`src/rtl/weight_fifo_sched.sv`:
```
// Tile-level scheduler for the weight FIFO path: fetches SYS_ROW rows per tile into the
// weight FIFO, then hands each filled tile to the drain controller once the array is ready.
module weight_fifo_sched #(
   parameter int unsigned SYS_ROW    = 16,
   parameter int unsigned FIFO_WIDTH = 16,
   parameter int unsigned FIFO_DEPTH = 16,
   parameter int unsigned DATA_W     = 16,
   parameter int unsigned TILE_W     = 8
) (
   input  logic                         clk,
   input  logic                         rst,
   input  logic                         start,
   input  logic [TILE_W-1:0]            num_tiles,
   output logic                         busy,
   output logic                         all_done,
   output logic                         rsp_err,
   output logic                         rd_req_valid,
   input  logic                         rd_req_ready,
   output logic [TILE_W-1:0]            rd_req_tile,
   output logic [$clog2(SYS_ROW)-1:0]   rd_req_row,
   input  logic                         rd_rsp_valid,
   input  logic [FIFO_WIDTH*DATA_W-1:0] rd_rsp_data,
   output logic [FIFO_WIDTH-1:0]        fifo_wen,
   output logic [FIFO_WIDTH*DATA_W-1:0] fifo_wdata,
   input  logic                         array_ready,
   output logic                         drain_en,
   input  logic                         drain_done
);

   localparam int unsigned ROW_W = $clog2(SYS_ROW);
   localparam int unsigned CNT_W = ROW_W + 1;
   localparam logic [CNT_W-1:0] ROWS = CNT_W'(SYS_ROW);

   // A tile must fit entirely in the FIFO since fetch and drain never overlap
   if (FIFO_DEPTH < SYS_ROW) begin : g_depth_err
      $error("weight_fifo_sched: FIFO_DEPTH must be >= SYS_ROW");
   end

   typedef enum logic [2:0] {
      S_IDLE,
      S_FILL,
      S_WAIT_ARR,
      S_DRAIN,
      S_DONE
   } state_t;

   state_t            state;
   logic [TILE_W-1:0] tiles_q;
   logic [TILE_W-1:0] tile_idx;
   logic [CNT_W-1:0]  req_cnt;
   logic [CNT_W-1:0]  rsp_cnt;

   logic              req_fire_c;
   logic              last_tile_c;
   logic [CNT_W-1:0]  req_cnt_inc_c;

   assign req_fire_c    = rd_req_valid & rd_req_ready;
   assign last_tile_c   = (tile_idx == (tiles_q - TILE_W'(1)));
   assign req_cnt_inc_c = req_cnt + CNT_W'(1);

   always_ff @(posedge clk) begin
      if (rst) begin
         state        <= S_IDLE;
         tiles_q      <= '0;
         tile_idx     <= '0;
         req_cnt      <= '0;
         rsp_cnt      <= '0;
         busy         <= 1'b0;
         all_done     <= 1'b0;
         rsp_err      <= 1'b0;
         rd_req_valid <= 1'b0;
         rd_req_tile  <= '0;
         rd_req_row   <= '0;
         fifo_wen     <= '0;
         fifo_wdata   <= '0;
         drain_en     <= 1'b0;
      end else begin
         fifo_wen <= '0;
         drain_en <= 1'b0;
         all_done <= 1'b0;

         case (state)
            S_IDLE: begin
               if (start) begin
                  tiles_q     <= num_tiles;
                  tile_idx    <= '0;
                  req_cnt     <= '0;
                  rsp_cnt     <= '0;
                  rsp_err     <= 1'b0;
                  busy        <= 1'b1;
                  rd_req_tile <= '0;
                  rd_req_row  <= '0;
                  if (num_tiles == '0) begin
                     state <= S_DONE;
                  end else begin
                     state        <= S_FILL;
                     rd_req_valid <= 1'b1;
                  end
               end
            end

            S_FILL: begin
               // Address advances only on handshake; valid drops after the last row
               if (req_fire_c && (req_cnt < ROWS)) begin
                  req_cnt    <= req_cnt_inc_c;
                  rd_req_row <= ROW_W'(req_cnt_inc_c);
                  if (req_cnt_inc_c >= ROWS) begin
                     rd_req_valid <= 1'b0;
                  end
               end
               if (rd_rsp_valid) begin
                  if (rsp_cnt < ROWS) begin
                     fifo_wen   <= '1;
                     fifo_wdata <= rd_rsp_data;
                     rsp_cnt    <= rsp_cnt + CNT_W'(1);
                  end else begin
                     rsp_err <= 1'b1;
                  end
               end
               if (rsp_cnt == ROWS) begin
                  state <= S_WAIT_ARR;
               end
            end

            S_WAIT_ARR: begin
               if (array_ready) begin
                  drain_en <= 1'b1;
                  state    <= S_DRAIN;
               end
            end

            S_DRAIN: begin
               if (drain_done) begin
                  if (last_tile_c) begin
                     state <= S_DONE;
                  end else begin
                     tile_idx     <= tile_idx + TILE_W'(1);
                     rd_req_tile  <= tile_idx + TILE_W'(1);
                     rd_req_row   <= '0;
                     req_cnt      <= '0;
                     rsp_cnt      <= '0;
                     rd_req_valid <= 1'b1;
                     state        <= S_FILL;
                  end
               end
            end

            S_DONE: begin
               all_done <= 1'b1;
               busy     <= 1'b0;
               state    <= S_IDLE;
            end

            default: begin
               state <= S_IDLE;
            end
         endcase

         // Responses are only legal while filling; anything else is flagged and dropped
         if (rd_rsp_valid && (state != S_FILL)) begin
            rsp_err <= 1'b1;
         end
      end
   end

endmodule

```
`config.mk`:
```
export PLATFORM = sky130hd
export DESIGN_NAME = weight_fifo_sched
export DESIGN_NICKNAME = d
export VERILOG_FILES = /design/src/rtl/weight_fifo_sched.sv
export SDC_FILE = /design/constraint.sdc
export NUM_CORES = 1
export LEC_CHECK = 0
export ABC_AREA = 1
export BUFFER_PORTS_ARGS = -buffer_cell sky130_fd_sc_hd__buf_2
export CORE_AREA = 2 2 217 219
export DETAILED_ROUTE_END_ITERATION = 8
export DIE_AREA = 0 0 219 221
export PLACE_DENSITY = 0.52
export SLEW_MARGIN = 20
export SYNTH_ARGS = -nofsm -noshare
export SYNTH_HDL_FRONTEND = slang
export SYNTH_SLANG_ARGS = --single-unit
```
`constraint.sdc`:
```
create_clock -name clk -period 1.7 [get_ports clk]
set_input_delay 0.255 -clock clk [delete_from_list [all_inputs] [get_ports clk]]
set_output_delay 0.255 -clock clk [all_outputs]
set_load 0.01 [all_outputs]
```
==> results.sh, run 1 <==
export IMPL_status="complete, but fails checks"
export IMPL_violations="negative setup slack"
export IMPL_fin_nets=2488
export IMPL_gr_total_overflow=0
export IMPL_path_cells="inv_2 > ha_4 > nand2_1 > nand2_1 > nand2_1 > nor2_1 > nand3_1 > nor2_2 > nand3_2 > buf_12 > nand3_4 > nand2_1 > nand2_1 > nor2_1"
export IMPL_final_instance_count_excl_fill=2840
export IMPL_holdWs_ns=0.0236
export IMPL_drc_errors=0
export IMPL_via_per_inst=4.32
export IMPL_fill_cells=4726
export IMPL_clk_latency_ns=0.52
export IMPL_cts_buffer_depth=3
export IMPL_synthTopCellsByArea="dfxtp_1 53%, nor2_1 19%, o21ai_0 12%"
export IMPL_arrival_ns=2.13
export IMPL_ant_nets=0
export IMPL_cp_data_required_time_ns=2.10
export IMPL_wire_per_inst_um=14.4
export IMPL_synth_top_cell_by_area="dfxtp_1"
export IMPL_fin_util_pct=39.3
export IMPL_cp_startpoint="tiles_q[0]$_SDFFE_PP0P_"
export IMPL_globalplace_congestion=0.834
export IMPL_fin_crit_sh_pct=102
export IMPL_max_freq_mhz=577
export IMPL_cts_sinks=291
export IMPL_grt_pass1_wl_um=62700
export IMPL_multi_input_area_um2=4520
export IMPL_r2r_slack_ns=-0.03
export IMPL_dr_pass1_iters=5
export IMPL_clock_skew_ns=0.00935
export IMPL_synth_seq_cells=291
export IMPL_avgSynthCellArea_um2=7.65
export IMPL_setup_violations=11
export IMPL_die_w_um=219
export IMPL_core_um2=46100
export IMPL_ff_latch_area_um2=5830
export IMPL_netlist_area_um2=11000
export IMPL_worstSetupEndpointType="flip-flop"
export IMPL_worstMarginPinSlew_ns=0.415
export IMPL_drt_initial_drc_count=434
export IMPL_max_stage_delay_ns=0.33
export IMPL_antenna_found_initial=2
export IMPL_path_max_fanout=22
export IMPL_dieHeight_um=221
export IMPL_synth_cells=1433
export IMPL_start_kind="flip-flop"
export IMPL_grt_use_total_pct=16.0
export IMPL_period_needed_ns=1.73
export IMPL_drv_slew=0
export IMPL_slowest_stage="dfxtp_2"
export IMPL_hold_path_class="input pin to flip-flop"
export IMPL_grt_max_degree=82
export IMPL_num_vias=12300
export IMPL_dpl_cell_count=2546
export IMPL_synthDistinctLibCells=30
export IMPL_hold_viol=0
export IMPL_yosysTopAreaCellShare_pct=53.1
export IMPL_synthesis_nets=1709
export IMPL_wirelength_um=40800
export IMPL_power_ir_vdd_worst_v=0.000970
export IMPL_cp_num_buf_inv=2
export IMPL_p_total_mw=25.2
export IMPL_yosysSeqAreaShare_pct=53.1
export IMPL_design_die_area_um2=48400
export IMPL_cp_depth=14
export IMPL_reg2reg_to="rd_req_row[1]$_SDFFE_PP0P_"
export IMPL_clk_pin_slew_ns=0.06
export IMPL_worst_setup_path_type="flip-flop to flip-flop"
export IMPL_p_leak_nw=8.41
export IMPL_maxCapViolCount=0
export IMPL_final_common_cell="buf_2"
export IMPL_ff2ff_path_depth=14
export IMPL_hpwl_um=28900
export IMPL_grt_pass1_vias=12000
export IMPL_drive_gt1_share_pct=31.9
export IMPL_cts_made_buffers=35
export IMPL_cts_max_level=2
export IMPL_clock_root_buffer="clkbuf_16"
export IMPL_grt_setup_unrepaired="true"
export IMPL_initial_core_util_pct=23.8
export IMPL_final_setup_tns_ns=-0.177
export IMPL_top_level_ports=560
export IMPL_slew_limit_headroom_pct=72.2
export IMPL_power_density_nw_per_um2=1390
export IMPL_final_cell_mix="559 x buf_2, 537 x nor2_1, 289 x dfxtp_1"
export IMPL_area_growth_pct=65.1
export IMPL_worst_slack_ns=-0.0336
export IMPL_crit_top_cell="nand2_1"
export IMPL_rows=79
export IMPL_path_delay_family="simple AND/OR/NAND/NOR gates"
export IMPL_crit_end="rd_req_row[1]$_SDFFE_PP0P_"
export IMPL_numPortBuffers=559
export IMPL_yosysWarnings=0
export IMPL_r2r_start="tiles_q[0]$_SDFFE_PP0P_"
export IMPL_cts_tree="built"
-- routing by layer --
metal / up-vias / wire [um] / global-route usage [%]
met4: 4 / 1200 / 5.69
met1: 5594 / 16900 / 18.7
li1: 6148 / - / -
met3: 76 / 3000 / 4.84
met2: 441 / 19600 / 27.5
met5: - / 23 / 0
-- cell type report --
type | count | area share [%]
timing repair buffer | 853 | 31.8
tap | 607 | 4.20
clock inverter | 3 | 0.124
sequential | 291 | 32.2
multi-input combinational | 994 | 25.0
clock buffer | 54 | 5.80
inverter | 37 | 0.864
antenna | 1 | 0.0138
-- tightest hold or removal path, stage by stage --
cell and delay (ns):
buf_2 0.08, o21ai_0 0.09, nor2_1 0.09
-- power by group --
part	total, mW	internal, mW	switching (mW)
sequential	9.43	8.53	0.900
clock	7.07	4.23	2.84
combinational	8.67	3.64	5.03
-- logic make-up after synthesis --
| family | share of synthesized area (%) |
|---|---|
| buffers and inverters | 6.59 |
| AND/OR/NAND/NOR | 24.7 |
| adder cells (fa/ha/maj) | 0.571 |
| AO/OA/AOI/OAI | 14.0 |
| flip-flops | 53.1 |
| XOR/XNOR | 1.04 |
-- synthesized netlist by cell type, drive strengths merged --
cell / instances
nor2: 543
dfxtp: 291
o21ai: 271
nand2: 80
buf: 56
clkbuf: 56
inv: 37
a21oi: 28
nand3: 23
nand4: 19
xor2: 9
ha: 5
xnor2: 4
nor3b: 3
nor4: 3
nor3: 2
a211oi: 1
a31oi: 1
or2: 1
-- registers in the layout, indices dropped and copies added (netlist names) --
signal	flops
tile_idx	8
rsp_cnt	5
rsp_err	1
busy	1
all_done	1
rd_req_valid	1
fifo_wdata	256
req_cnt	2
drain_en	1
rd_req_row	3
tiles_q	8
state	3
fifo_wen	1
-- metrics by stage --
step / cell area (um2) / setup slack [ns]
after floorplan: 11000 / 0.0235
after global placement: 14600 / -0.0971
after detailed placement: 14600 / -0.0932
after CTS: 18000 / -0.0259
after global routing: 18100 / -0.163
final: 18100 / -0.0336
-- worst min path at each step --
stage,from,end,slack [ns],depth (start not counted)
final,rd_rsp_data[69],fifo_wdata[69]$_SDFFE_PP0P_,0.02,3
after global routing,rd_rsp_data[4],fifo_wdata[4]$_SDFFE_PP0P_,0.007,3
after global placement,rsp_err$_SDFFE_PP0P_,rsp_err$_SDFFE_PP0P_,0.45,2
after CTS,rd_rsp_data[4],fifo_wdata[4]$_SDFFE_PP0P_,0.0005,3
after detailed placement,busy$_SDFFE_PP0P_,busy$_SDFFE_PP0P_,0.46,2
after floorplan,rst,busy$_SDFFE_PP0P_,0.32,1
-- timing repair --
item                                    in CTS  in global routing
hold buffers                               234                  0
hold endpoints to repair                   234                  0
cloned                                       1                  0
endpoints found under the setup margin      19                110
resized for setup                            9                 23
buffers inserted                             0                  1
pin swaps                                    3                  3
Power figures use the tool's default switching activity.
==> inputs of run 2 (changes only) <==
MAX_ROUTING_LAYER = met4   (was default)
SETUP_SLACK_MARGIN = 0.05   (was default)
==> run 2 against run 1 <==
  * The run still ends with negative setup slack left
  * Sequential power barely moved
  * Power increased by 3.7%
  * Worst hold slack worse by 0.019 ns
  * Wire length increased by 3.9%
  * Sequential cell count is the same
  * Combinational power up 4.8%
  * Register-to-register slack got worse by 0.096 ns
  * Global-route usage up 0.99 points
  * Count of clock-buffer cells in the layout shrank 2
  * Largest power group unchanged
  * Cell area up 2.0%
  * First-iteration DRC count rose by 7.6%
  * Via count up 0.82%
==> results.sh, run 2 (synthesis gave the netlist of run 1 again) <==
export IMPL_grt_use_total_pct=17.0
export IMPL_min_from="rd_rsp_data[60]"
export IMPL_final_common_cell="buf_2"
export IMPL_clock_root_buffer="clkbuf_16"
export IMPL_numPortBuffers=559
export IMPL_arrival_ns=2.25
export IMPL_hold_path_class="input pin to flip-flop"
export IMPL_dieHeight_um=221
export IMPL_seq_power_share_pct=36.2
export IMPL_grt_setup_unrepaired="true"
export IMPL_worstSetupEndpointType="flip-flop"
export IMPL_power_ir_vdd_worst_v=0.00104
export IMPL_top_level_ports=560
export IMPL_r2r_start="tiles_q[1]$_SDFFE_PP0P_"
export IMPL_regMostFlops="fifo_wdata"
export IMPL_fin_crit_sh_pct=108
export IMPL_area_growth_pct=68.4
export IMPL_ant_nets=0
export IMPL_globalplace_congestion=0.830
export IMPL_grt_max_degree=66
export IMPL_hpwl_um=29000
export IMPL_dr_pass1_iters=5
export IMPL_setup_violations=21
export IMPL_power_internal_mw=17.0
export IMPL_period_needed_ns=1.83
export IMPL_path_max_fanout=22
export IMPL_core_um2=46100
export IMPL_slew_limit_headroom_pct=68.2
export IMPL_max_freq_mhz=547
export IMPL_cts_buffer_depth=3
export IMPL_final_cell_mix="559 x buf_2, 539 x nor2_1, 287 x dfxtp_1"
export IMPL_worst_slack_ns=-0.129
export IMPL_grt_pass1_vias=12200
export IMPL_use_met1_pct=19.2
export IMPL_num_vias=12400
export IMPL_grt_use_met2_pct=29.3
export IMPL_hold_viol=0
export IMPL_fin_util_pct=40.1
export IMPL_start_kind="flip-flop"
export IMPL_dpl_cell_count=2546
export IMPL_maxCapViolCount=0
export IMPL_hold_end="fifo_wdata[60]$_SDFFE_PP0P_"
export IMPL_wire_per_inst_um=14.8
export IMPL_worst_setup_path_type="flip-flop to flip-flop"
export IMPL_design_die_area_um2=48400
export IMPL_p_sw_mw=9.06
export IMPL_fin_nets=2502
export IMPL_cts_max_level=2
export IMPL_grt_pass1_wl_um=64100
export IMPL_drive_gt1_share_pct=32.7
export IMPL_largest_reg_flops=256
export IMPL_clockPowerShare_pct=29.0
export IMPL_reg2reg_to="rsp_cnt[1]$_SDFFE_PP0P_"
export IMPL_p_leak_nw=8.59
export IMPL_wirelength_um=42400
export IMPL_worstMarginPinSlew_ns=0.476
export IMPL_holdWs_ns=0.00505
export IMPL_clk_latency_ns=0.53
export IMPL_drv_slew=0
export IMPL_p_comb_share_pct=34.8
export IMPL_hold_depth=3
export IMPL_power_density_nw_per_um2=1410
export IMPL_use_met3_pct=4.08
export IMPL_rows=79
export IMPL_die_w_um=219
export IMPL_initial_core_util_pct=23.8
export IMPL_antenna_found_initial=3
export IMPL_drc_errors=0
export IMPL_final_instance_count_excl_fill=2858
export IMPL_drt_initial_drc_count=467
export IMPL_cp_data_required_time_ns=2.12
export IMPL_via_per_inst=4.33
export IMPL_gr_max_usage_layer="met2"
export IMPL_cts_made_buffers=35
export IMPL_status="complete, but fails checks"
export IMPL_clk_pin_slew_ns=0.06
export IMPL_swShare_pct=34.7
export IMPL_cts_tree="built"
export IMPL_violations="negative setup slack"
export IMPL_reg_largest_list="fifo_wdata: 256 flops, tile_idx: 8 flops, tiles_q: 8 flops"
export IMPL_ff2ff_path_depth=15
export IMPL_cts_sinks=291
export IMPL_gr_total_overflow=0
export IMPL_r2r_slack_ns=-0.13
export IMPL_clock_skew_ns=0.0107
## run 2: worst max-delay path by stage
stage	start	endpoint	slack, ns	depth (start not counted)
4_1_cts	tiles_q[1]$_SDFFE_PP0P_	rsp_cnt[1]$_SDFFE_PP0P_	-0.06	15
3_3_place_gp	tiles_q[1]$_SDFFE_PP0P_	tile_idx[5]$_SDFFE_PP0P_	-0.06	14
2_1_floorplan	tiles_q[0]$_SDFFE_PP0P_	tile_idx[5]$_SDFFE_PP0P_	0.04	14
5_1_grt	tiles_q[1]$_SDFFE_PP0P_	rd_req_row[1]$_SDFFE_PP0P_	-0.30	15
3_5_place_dp	tiles_q[1]$_SDFFE_PP0P_	tile_idx[5]$_SDFFE_PP0P_	-0.11	14
6_report	tiles_q[1]$_SDFFE_PP0P_	rsp_cnt[1]$_SDFFE_PP0P_	-0.13	15
## run 2: worst max-delay path, stage by stage, from the launching register on
cell and delay [ns]:
dfxtp_2 0.33, inv_2 0.05, ha_4 0.24, inv_2 0.04
nand2_1 0.04, nand2_1 0.06, nand2_1 0.06, nor2_2 0.10
nand3_1 0.09, nor2_2 0.15, nand3_2 0.10, buf_12 0.18
nand3_2 0.10, nand2_1 0.06, nand2_1 0.06, nor2_1 0.04
## run 2: final cells by class
cell class	count	area, um2
flip-flops and latches	291	5830
well taps	607	759
repair buffers	865	6000
clock inverters	8	96.3
clock buffers	52	1060
repair inverters	2	10.0
inverters	37	161
multi-input cells	994	4530
fillers	4664	27600
diodes	2	5.00
## run 2: per-layer routing
layer,wire (um),vias to the layer above
met1,17500,5660
met3,2870,79
met2,20800,436
met4,1130,0
li1,-,6189
met5,0,-
## run 2: repair_timing
item | 4_1_cts | 5_1_grt
hold buffers | 236 | 0
cloned | 2 | 3
hold endpoints to repair | 235 | 0
resized for setup | 9 | 61
endpoints found under the setup margin | 29 | 160
pin swaps | 1 | 6
buffers inserted | 4 | 5
## run 2: metrics by stage
stage          power, mW  setup WS, ns  cell area [um2]  TNS, ns
2_1_floorplan       14.3        0.0406            11000        0
3_3_place_gp        17.6       -0.0629            14600   -0.655
3_5_place_dp        17.8        -0.114            14600    -1.27
4_1_cts             26.2       -0.0622            18300   -0.747
5_1_grt             27.8        -0.301            18500    -5.42
6_report            26.1        -0.129            18500    -1.94
## run 2: power by group through the flow
stage / registers [mW] / logic [mW] / clock network, mW
6_report: 9.44 / 9.09 / 7.58
5_1_grt: 9.64 / 10.1 / 8.10
4_1_cts: 9.42 / 8.88 / 7.85
3_5_place_dp: 9.54 / 8.23 / 0
3_3_place_gp: 9.47 / 8.16 / 0
2_1_floorplan: 10.3 / 3.99 / 0
==> inputs of run 3 (changes only) <==
SKIP_CTS_REPAIR_TIMING = 1   (was default)
==> run 3 against run 2 <==
  * The flow finishes with violations (negative hold slack, negative setup slack)
  * Sequential power about the same
  * Register-to-register slack better by 0.05 ns
  * Count of clock-buffer cells in the layout unchanged
  * Core utilization down 1.3 points
  * Combinational power up 1%
  * Sequential share of layout area up 1.1 points
  * Wire length up 0.45%
  * First-iteration DRC count down 13%
  * Global-route usage down 0.97 points
  * Worst setup slack better by 0.048 ns
  * Critical endpoint is now tile_idx[2]$_SDFFE_PP0P_
  * Largest power group unchanged
  * Highest routed layer unchanged
==> results.sh, run 3 (synthesis gave the netlist of run 1 again) <==
export IMPL_status="complete, but fails checks"
export IMPL_violations="negative hold slack, negative setup slack"
export IMPL_crit_top_cell="nand2_1"
export IMPL_power_ir_vdd_worst_v=0.00103
export IMPL_drt_initial_drc_count=408
export IMPL_grt_pass1_vias=10800
export IMPL_grt_setup_unrepaired="true"
export IMPL_r2r_slack_ns=-0.08
export IMPL_dpl_cell_count=2546
export IMPL_grt_use_total_pct=16.0
export IMPL_die_w_um=219
export IMPL_antenna_found_initial=3
export IMPL_area_growth_pct=63.0
export IMPL_period_needed_ns=1.78
export IMPL_cts_buffer_depth=3
export IMPL_dieHeight_um=221
export IMPL_wirelength_um=42600
export IMPL_initial_core_util_pct=23.8
export IMPL_start_kind="flip-flop"
export IMPL_dr_pass1_iters=6
export IMPL_min_from="rd_rsp_data[49]"
export IMPL_core_um2=46100
export IMPL_drive_gt1_share_pct=34.4
export IMPL_hpwl_um=29000
export IMPL_regMostFlops="fifo_wdata"
export IMPL_worst_setup_path_type="flip-flop to flip-flop"
export IMPL_numPortBuffers=559
export IMPL_worstMarginPinSlew_ns=0.492
export IMPL_cp_data_required_time_ns=2.16
export IMPL_drc_errors=0
export IMPL_final_cell_mix="559 x buf_2, 539 x nor2_1, 286 x dfxtp_1"
export IMPL_wire_per_inst_um=15.2
export IMPL_globalplace_congestion=0.830
export IMPL_worst_slack_ns=-0.0814
export IMPL_largest_reg_flops=256
export IMPL_drv_slew=0
export IMPL_ant_nets=0
export IMPL_reg2reg_to="tile_idx[2]$_SDFFE_PP0P_"
export IMPL_clock_skew_ns=0.00833
export IMPL_cts_made_buffers=35
export IMPL_num_vias=12200
export IMPL_path_cells="inv_2 > ha_4 > inv_1 > nand2_1 > nand2_1 > nand2_1 > nor2_2 > nand3_1 > nor2_2 > nand3_2 > buf_12 > nand3_2 > nand2_1 > a21oi_1"
export IMPL_design_die_area_um2=48400
export IMPL_max_stage_delay_ns=0.33
export IMPL_hold_end="fifo_wdata[49]$_SDFFE_PP0P_"
export IMPL_clk_latency_ns=0.53
export IMPL_setup_violations=19
export IMPL_grt_pass1_wl_um=59800
export IMPL_arrival_ns=2.24
export IMPL_path_max_fanout=22
export IMPL_final_instance_count_excl_fill=2795
export IMPL_clk_pin_slew_ns=0.06
export IMPL_top_level_ports=560
export IMPL_final_setup_tns_ns=-1.15
export IMPL_cts_tree="built"
export IMPL_gr_total_overflow=0
export IMPL_max_freq_mhz=561
export IMPL_p_leak_nw=8.37
export IMPL_ff2ff_path_depth=14
export IMPL_rows=79
export IMPL_worstSetupEndpointType="flip-flop"
export IMPL_fin_util_pct=38.8
export IMPL_maxCapViolCount=0
export IMPL_hold_path_class="input pin to flip-flop"
export IMPL_hold_viol=24
export IMPL_cts_sinks=291
export IMPL_reg_largest_list="fifo_wdata: 256 flops, tile_idx: 8 flops, tiles_q: 8 flops"
export IMPL_r2r_start="tiles_q[1]$_SDFFE_PP0P_"
export IMPL_fin_nets=2439
export IMPL_clock_root_buffer="clkbuf_16"
export IMPL_cts_max_level=2
export IMPL_via_per_inst=4.36
export IMPL_holdWs_ns=-0.0250
export IMPL_fin_crit_sh_pct=105
export IMPL_grt_max_degree=66
export IMPL_cp_startpoint="tiles_q[1]$_SDFFE_PP0P_"
export IMPL_power_density_nw_per_um2=1470
export IMPL_hold_depth=3
export IMPL_slew_limit_headroom_pct=67.1
export IMPL_final_common_cell="buf_2"
export IMPL_slowest_stage="dfxtp_2"
## run 3: cell type report
type	instances	area [um2]
antenna	2	5.00
clock buffer	52	1060
clock inverter	8	96.3
fill	4772	28200
inverter	37	164
multi-input combinational	995	4520
sequential	291	5840
tap	607	759
timing repair buffer	800	5400
timing repair inverter	3	26.3
## run 3: power breakdown
group | internal [mW] | switching (mW)
logic | 3.95 | 5.25
clock network | 4.62 | 2.96
registers | 8.54 | 0.893
## run 3: worst max path at each step
stage / end
3_5_place_dp: tile_idx[5]$_SDFFE_PP0P_
6_report: tile_idx[2]$_SDFFE_PP0P_
5_1_grt: rd_req_row[1]$_SDFFE_PP0P_
2_1_floorplan: tile_idx[5]$_SDFFE_PP0P_
3_3_place_gp: tile_idx[5]$_SDFFE_PP0P_
4_1_cts: tile_idx[7]$_SDFFE_PP0P_
## run 3: routing by layer
| metal | track usage (%) | share of wire, % | vias to the layer above |
|---|---|---|---|
| li1 | - | - | 6060 |
| met1 | 18.6 | 42 | 5576 |
| met2 | 26.5 | 48 | 473 |
| met3 | 4.65 | 7.4 | 76 |
| met4 | 5.03 | 2.5 | 0 |
| met5 | - | 0 | - |
## run 3: metrics by stage
stage,power (mW),instance area (um2),worst slack (ns),hold slack (ns)
final,26.2,17900,-0.0814,-0.0250
after global routing,28.0,17900,-0.226,-0.000653
after CTS,25.5,15800,-0.135,-0.0756
after detailed placement,17.8,14600,-0.114,0.457
after global placement,17.6,14600,-0.0629,0.459
after floorplan,14.3,11000,0.0406,0.324
## run 3: worst max-delay path, delay by kind of cell (launching register included)
family	cells	cell delay (ns)
AO/OA/AOI/OAI	1	0.11
adder cells (fa/ha/maj)	1	0.24
buffers and inverters	3	0.27
AND/OR/NAND/NOR	9	0.76
flip-flops	1	0.33
